### src/rtl/cpu_pkg.sv
// Shared CPU definitions: instruction field layout, opcode encodings and the
// fetch-stage state type.
package cpu_pkg;

    localparam logic [2:0] OP_LDA  = 3'b000;
    localparam logic [2:0] OP_LDI  = 3'b001;
    localparam logic [2:0] OP_ADD  = 3'b010;
    localparam logic [2:0] OP_SUB  = 3'b011;
    localparam logic [2:0] OP_BR   = 3'b100;
    localparam logic [2:0] OP_ALU3 = 3'b101;
    localparam logic [2:0] OP_SW   = 3'b110;
    localparam logic [2:0] OP_LW   = 3'b111;

    localparam int unsigned OPC_MSB = 7;
    localparam int unsigned OPC_LSB = 5;
    localparam int unsigned OPR_W   = 5;

    typedef enum logic [1:0] {
        S_IDLE,
        S_FETCH,
        S_ISSUE
    } fetch_state_t;

endpackage

### src/rtl/pc_next.sv
// Next-PC adder: pc+1, or pc plus the sign-extended 5-bit branch offset.
module pc_next
    import cpu_pkg::*;
#(
    parameter int unsigned PC_W = 8
) (
    input  logic [PC_W-1:0]  pc,
    input  logic [OPR_W-1:0] operand,
    input  logic             take,
    output logic [PC_W-1:0]  pc_nxt
);

    logic [PC_W-1:0] step;

    always_comb begin
        step = {{(PC_W-OPR_W){operand[OPR_W-1]}}, operand};
        if (!take) begin
            step = {{(PC_W-1){1'b0}}, 1'b1};
        end
    end

    // Modulo 2^PC_W: carry out is dropped, so wrap is silent in both directions.
    assign pc_nxt = pc + step;

endmodule

### src/rtl/fetch_unit.sv
// Instruction fetch stage: owns the PC, reads instruction memory over req/ack,
// holds the word for the decoder and resolves branches on retirement.
module fetch_unit
    import cpu_pkg::*;
#(
    parameter int unsigned       PC_W     = 8,
    parameter logic [PC_W-1:0]   RESET_PC = '0
) (
    input  logic             clk,
    input  logic             rst_n,
    output logic             imem_req,
    output logic [PC_W-1:0]  imem_addr,
    input  logic             imem_ack,
    input  logic [7:0]       imem_rdata,
    output logic [7:0]       instruction,
    output logic             inst_valid,
    input  logic             stall,
    input  logic             brnch,
    input  logic             br_cond,
    output logic [PC_W-1:0]  pc
);

    fetch_state_t    state;
    logic [PC_W-1:0] pc_nxt;
    logic            take;

    assign take      = brnch & br_cond;
    assign imem_addr = pc;

    pc_next #(
        .PC_W (PC_W)
    ) u_pc_next (
        .pc      (pc),
        .operand (instruction[OPR_W-1:0]),
        .take    (take),
        .pc_nxt  (pc_nxt)
    );

    // imem_req is registered alongside the state, so it rises with S_FETCH and
    // an ack in that same cycle yields a valid word one edge later.
    always_ff @(posedge clk or negedge rst_n) begin
        if (!rst_n) begin
            state       <= S_IDLE;
            pc          <= RESET_PC;
            instruction <= '0;
            imem_req    <= 1'b0;
            inst_valid  <= 1'b0;
        end else begin
            case (state)
                S_IDLE: begin
                    state    <= S_FETCH;
                    imem_req <= 1'b1;
                end
                S_FETCH: begin
                    if (imem_ack) begin
                        instruction <= imem_rdata;
                        inst_valid  <= 1'b1;
                        imem_req    <= 1'b0;
                        state       <= S_ISSUE;
                    end
                end
                S_ISSUE: begin
                    if (!stall) begin
                        pc         <= pc_nxt;
                        inst_valid <= 1'b0;
                        imem_req   <= 1'b1;
                        state      <= S_FETCH;
                    end
                end
                default: begin
                    state      <= S_IDLE;
                    imem_req   <= 1'b0;
                    inst_valid <= 1'b0;
                end
            endcase
        end
    end

endmodule

### config.mk
export PLATFORM = sky130hd
export DESIGN_NAME = fetch_unit
export DESIGN_NICKNAME = d
export VERILOG_FILES = /design/src/rtl/cpu_pkg.sv /design/src/rtl/pc_next.sv /design/src/rtl/fetch_unit.sv
export SDC_FILE = /design/constraint.sdc
export NUM_CORES = 1
export LEC_CHECK = 0
export CORE_MARGIN = 2
export CORE_UTILIZATION = 31
export DETAILED_ROUTE_END_ITERATION = 7
export PLACE_DENSITY = 0.56
export SLEW_MARGIN = 25
export SYNTH_ARGS = -nofsm -noshare
export SYNTH_HDL_FRONTEND = slang
export SYNTH_HIERARCHICAL = 1
export SYNTH_SLANG_ARGS = --single-unit
### constraint.sdc
create_clock -name clk -period 6.3 [get_ports clk]
set_input_delay 1.26 -clock clk [delete_from_list [all_inputs] [get_ports clk]]
set_output_delay 1.26 -clock clk [all_outputs]
set_load 0.005 [all_outputs]
==> flow_metrics.env <==
export IMPL_pwr_share_comb=0.528
export IMPL_critical_path_class="input pin to flip-flop"
export IMPL_tightest_slew_ns=0.8607
export IMPL_cp_max_fo=9
export IMPL_drt_iter0_drc=13
export IMPL_fillers=354
export IMPL_hold_depth=1
export IMPL_endpoint_kind="flip-flop"
export IMPL_top_usage_layer="met2"
export IMPL_synth_edf_count=0
export IMPL_drt_wl_total_um=2314
export IMPL_cts_tree="yes"
export IMPL_ios=40
export IMPL_grt_overflow=0
export IMPL_holdBufCountCts=0
export IMPL_met3_usage=0.02951
export IMPL_antenna_cells=0
export IMPL_cts_root_buf="clkbuf_8"
export IMPL_grt_pass1_vias=817
export IMPL_ys_ff_latch=19
export IMPL_slew_headroom=0.4244
export IMPL_ys_seq_area_frac=0.4121
export IMPL_num_vias=862
export IMPL_finalSetupViolations=0
export IMPL_status="finished, final reports clean"
export IMPL_nets=155
export IMPL_worstPathArrival_ns=3.79
export IMPL_syn_nets=120
export IMPL_final_antenna_net_count=0
export IMPL_synth_area_leaders="dfrtp_1, mux2_2, buf_4, ha_1, xnor2_1"
export IMPL_synth_top_area_share=0.4121
export IMPL_max_cap_violations=0
export IMPL_final_util=0.4389
export IMPL_gp_congestion=0.7663
export IMPL_swShare=0.3415
export IMPL_yosys_area_top_type="dfrtp_1"
export IMPL_path_delay_family="compound AO/OA/AOI/OAI gates"
export IMPL_drc_errors=0
export IMPL_slew_viol_final=0
export IMPL_grt_pass1_wl_um=3836
export IMPL_drt_vias_per_instance=4.710
export IMPL_reg2regPathDepth=9
export IMPL_p_leak_nw=0.6626
export IMPL_p_int_mw=0.4793
export IMPL_post_route_period_util=0.5794
export IMPL_grt_max_degree=20
export IMPL_cp_num_buf_inv=2
export IMPL_layout_min_cycle_time_ns=3.650
export IMPL_startpoint_type="input pin"
export IMPL_clock_fmax_mhz=273.9
export IMPL_fp_dieArea_um2=4225
export IMPL_grt_util_met2=0.1959
export IMPL_ys_types=32
export IMPL_rsz0062_at_grt="no"
export IMPL_seqPwrFrac=0.357
export IMPL_cp_slowest_cell="clkdlybuf4s50_1"
export IMPL_path_cells="clkdlybuf4s50_1 -> and2_1 -> nand2_1 -> inv_1 -> ha_1 -> a21o_1 -> a21oi_1 -> o311ai_2 -> o2111ai_1 -> o221ai_2 -> mux2_2"
export IMPL_cts_buffers=3
export IMPL_multi_input_area_um2=584.3
export IMPL_layout_drive_gt1_share=0.2000
export IMPL_async_flop_share=1.000
export IMPL_cp_num_cells=11
export IMPL_clock_latency_ns=0.25
export IMPL_start_util=0.3199
export IMPL_syn2layout_area_growth_pct=37.20
export IMPL_path_clk_slew_ns=0.07
export IMPL_design_core_area_um2=3606
export IMPL_power_density_nw_per_um2=459.9
export IMPL_hpwl_um=1775
export IMPL_worst_ep_required_time_ns=6.44
export IMPL_tns_ns=0
export IMPL_cts_repair_resized=0
export IMPL_synth_cells=101
export IMPL_cts_sinks=19
export IMPL_worst_ir_drop_vdd_mv=0.1475
export IMPL_power_switching_mw=0.2486
export IMPL_syn_area_um2=1154
export IMPL_track_usage=0.1175
export IMPL_synth_most_common_cell="dfrtp_1"
export IMPL_finalHoldViolCount=0
export IMPL_slowest_delay_ns=0.45
export IMPL_clockPowerShare=0.115
export IMPL_dr_pass1_iters=4
export IMPL_synth_yosys_warnings=6
export IMPL_synth_ff_type="dfrtp_1"
export IMPL_die_y_um=65
export IMPL_min_path_type="flip-flop to flip-flop"
export IMPL_cts_setup_buffers=0
export IMPL_skew_ns=0.001705
export IMPL_grtUsageMet1=0.1507
export IMPL_synth_common_cells="dfrtp_1, mux2_2, buf_4"
export IMPL_core_rowCount=22
export IMPL_register_area_um2=475.5
export IMPL_htreeDepth=1
export IMPL_wl_per_cell_um=12.64
export IMPL_io_buffers=39
export IMPL_antenna_found_initial=0
export IMPL_synth_avg_cell_area_um2=11.42
export IMPL_clockBufferDepth=2
export IMPL_fp_dieW_um=65
## area by class of cell
class / instances / area share
clock buffer: 3 / 0.02609
clock inverter: 1 / 0.003162
inverter: 7 / 0.01660
multi-input combinational: 66 / 0.3692
sequential: 19 / 0.3004
tap: 48 / 0.03794
timing repair buffer: 39 / 0.2466
## final timing paths
path,from,to,slack (ns)
worst min register to register,instruction[5],instruction[5],0.51
worst max register to register,instruction[1],imem_addr[7],4.08
worst max-delay path,brnch,imem_addr[7],2.65
min in group asynchronous,rst_n,imem_addr[6],1.50
max in group asynchronous,rst_n,instruction[5],4.27
worst min-delay path,instruction[5],instruction[5],0.51
## metrics by stage
stage	instances	power [mW]	hold WS, ns	area (um2)	worst slack, ns
after global placement	179	0.6459	0.4986	1536	2.457
after CTS	183	0.7387	0.5206	1583	2.642
after floorplan	101	0.4709	0.4951	1154	3.062
after global routing	183	0.7859	0.5344	1583	2.423
after detailed placement	179	0.6507	0.4991	1536	2.409
final	183	0.7280	0.5141	1583	2.650
## placed cells by master, fill, tap and decap left out, types with 2 or more instances in the layout
master	synthesis	layout
dfrtp_1	19	19
o21ai_0	2	2
xnor2_1	5	5
nor2_1	2	2
and2_1	4	4
mux2_2	16	16
inv_1	7	7
clkdlybuf4s50_1	0	39
nand2_1	7	7
a21oi_1	4	4
clkbuf_8	0	3
ha_1	4	4
xor2_1	2	2
## sequential cells by signal, summed over array words and instances, names as in the netlist
name	count
inst_valid	1
imem_addr	8
state	2
instruction	8
## power by group through the flow
stage                     Sequential, mW  Clock (mW)  Combinational, mW
after floorplan                    0.251           0              0.219
final                              0.260      0.0835              0.384
after detailed placement           0.265           0              0.386
after global placement             0.261           0              0.385
after global routing               0.272      0.0933              0.420
after CTS                          0.261      0.0872              0.390
## per-layer routing
metal  wire (um)  part of all wire  vias to the layer above
met3         124             0.054                        2
li1            -                 -                      418
met1        1040              0.45                      414
met5           0                 0                        -
met2        1136              0.49                       28
met4          13            0.0056                        0
## cell families (layout without fill, tap and decap cells)
logic type / Yosys count / in the layout / share of synthesized area
buffers and inverters: 16 / 50 / 0.08134
AND/OR/NAND/NOR: 21 / 21 / 0.1161
multiplexers: 17 / 17 / 0.1649
AO/OA/AOI/OAI: 16 / 16 / 0.1117
flip-flops: 19 / 19 / 0.4122
adder cells (fa/ha/maj): 5 / 5 / 0.06074
XOR/XNOR: 7 / 7 / 0.05315
## worst register-to-register path: cells and delay by family, from the launching register on
kind	cells	cell delay (ns)
adders and majority gates	1	0.27
muxes	1	0.27
AOI/OAI and AO/OA	5	1.00
DFF	1	0.40
buffers and inverters	1	0.05
and+or+nand+nor	1	0.12
Note: power is estimated with default switching activity, not from simulation.
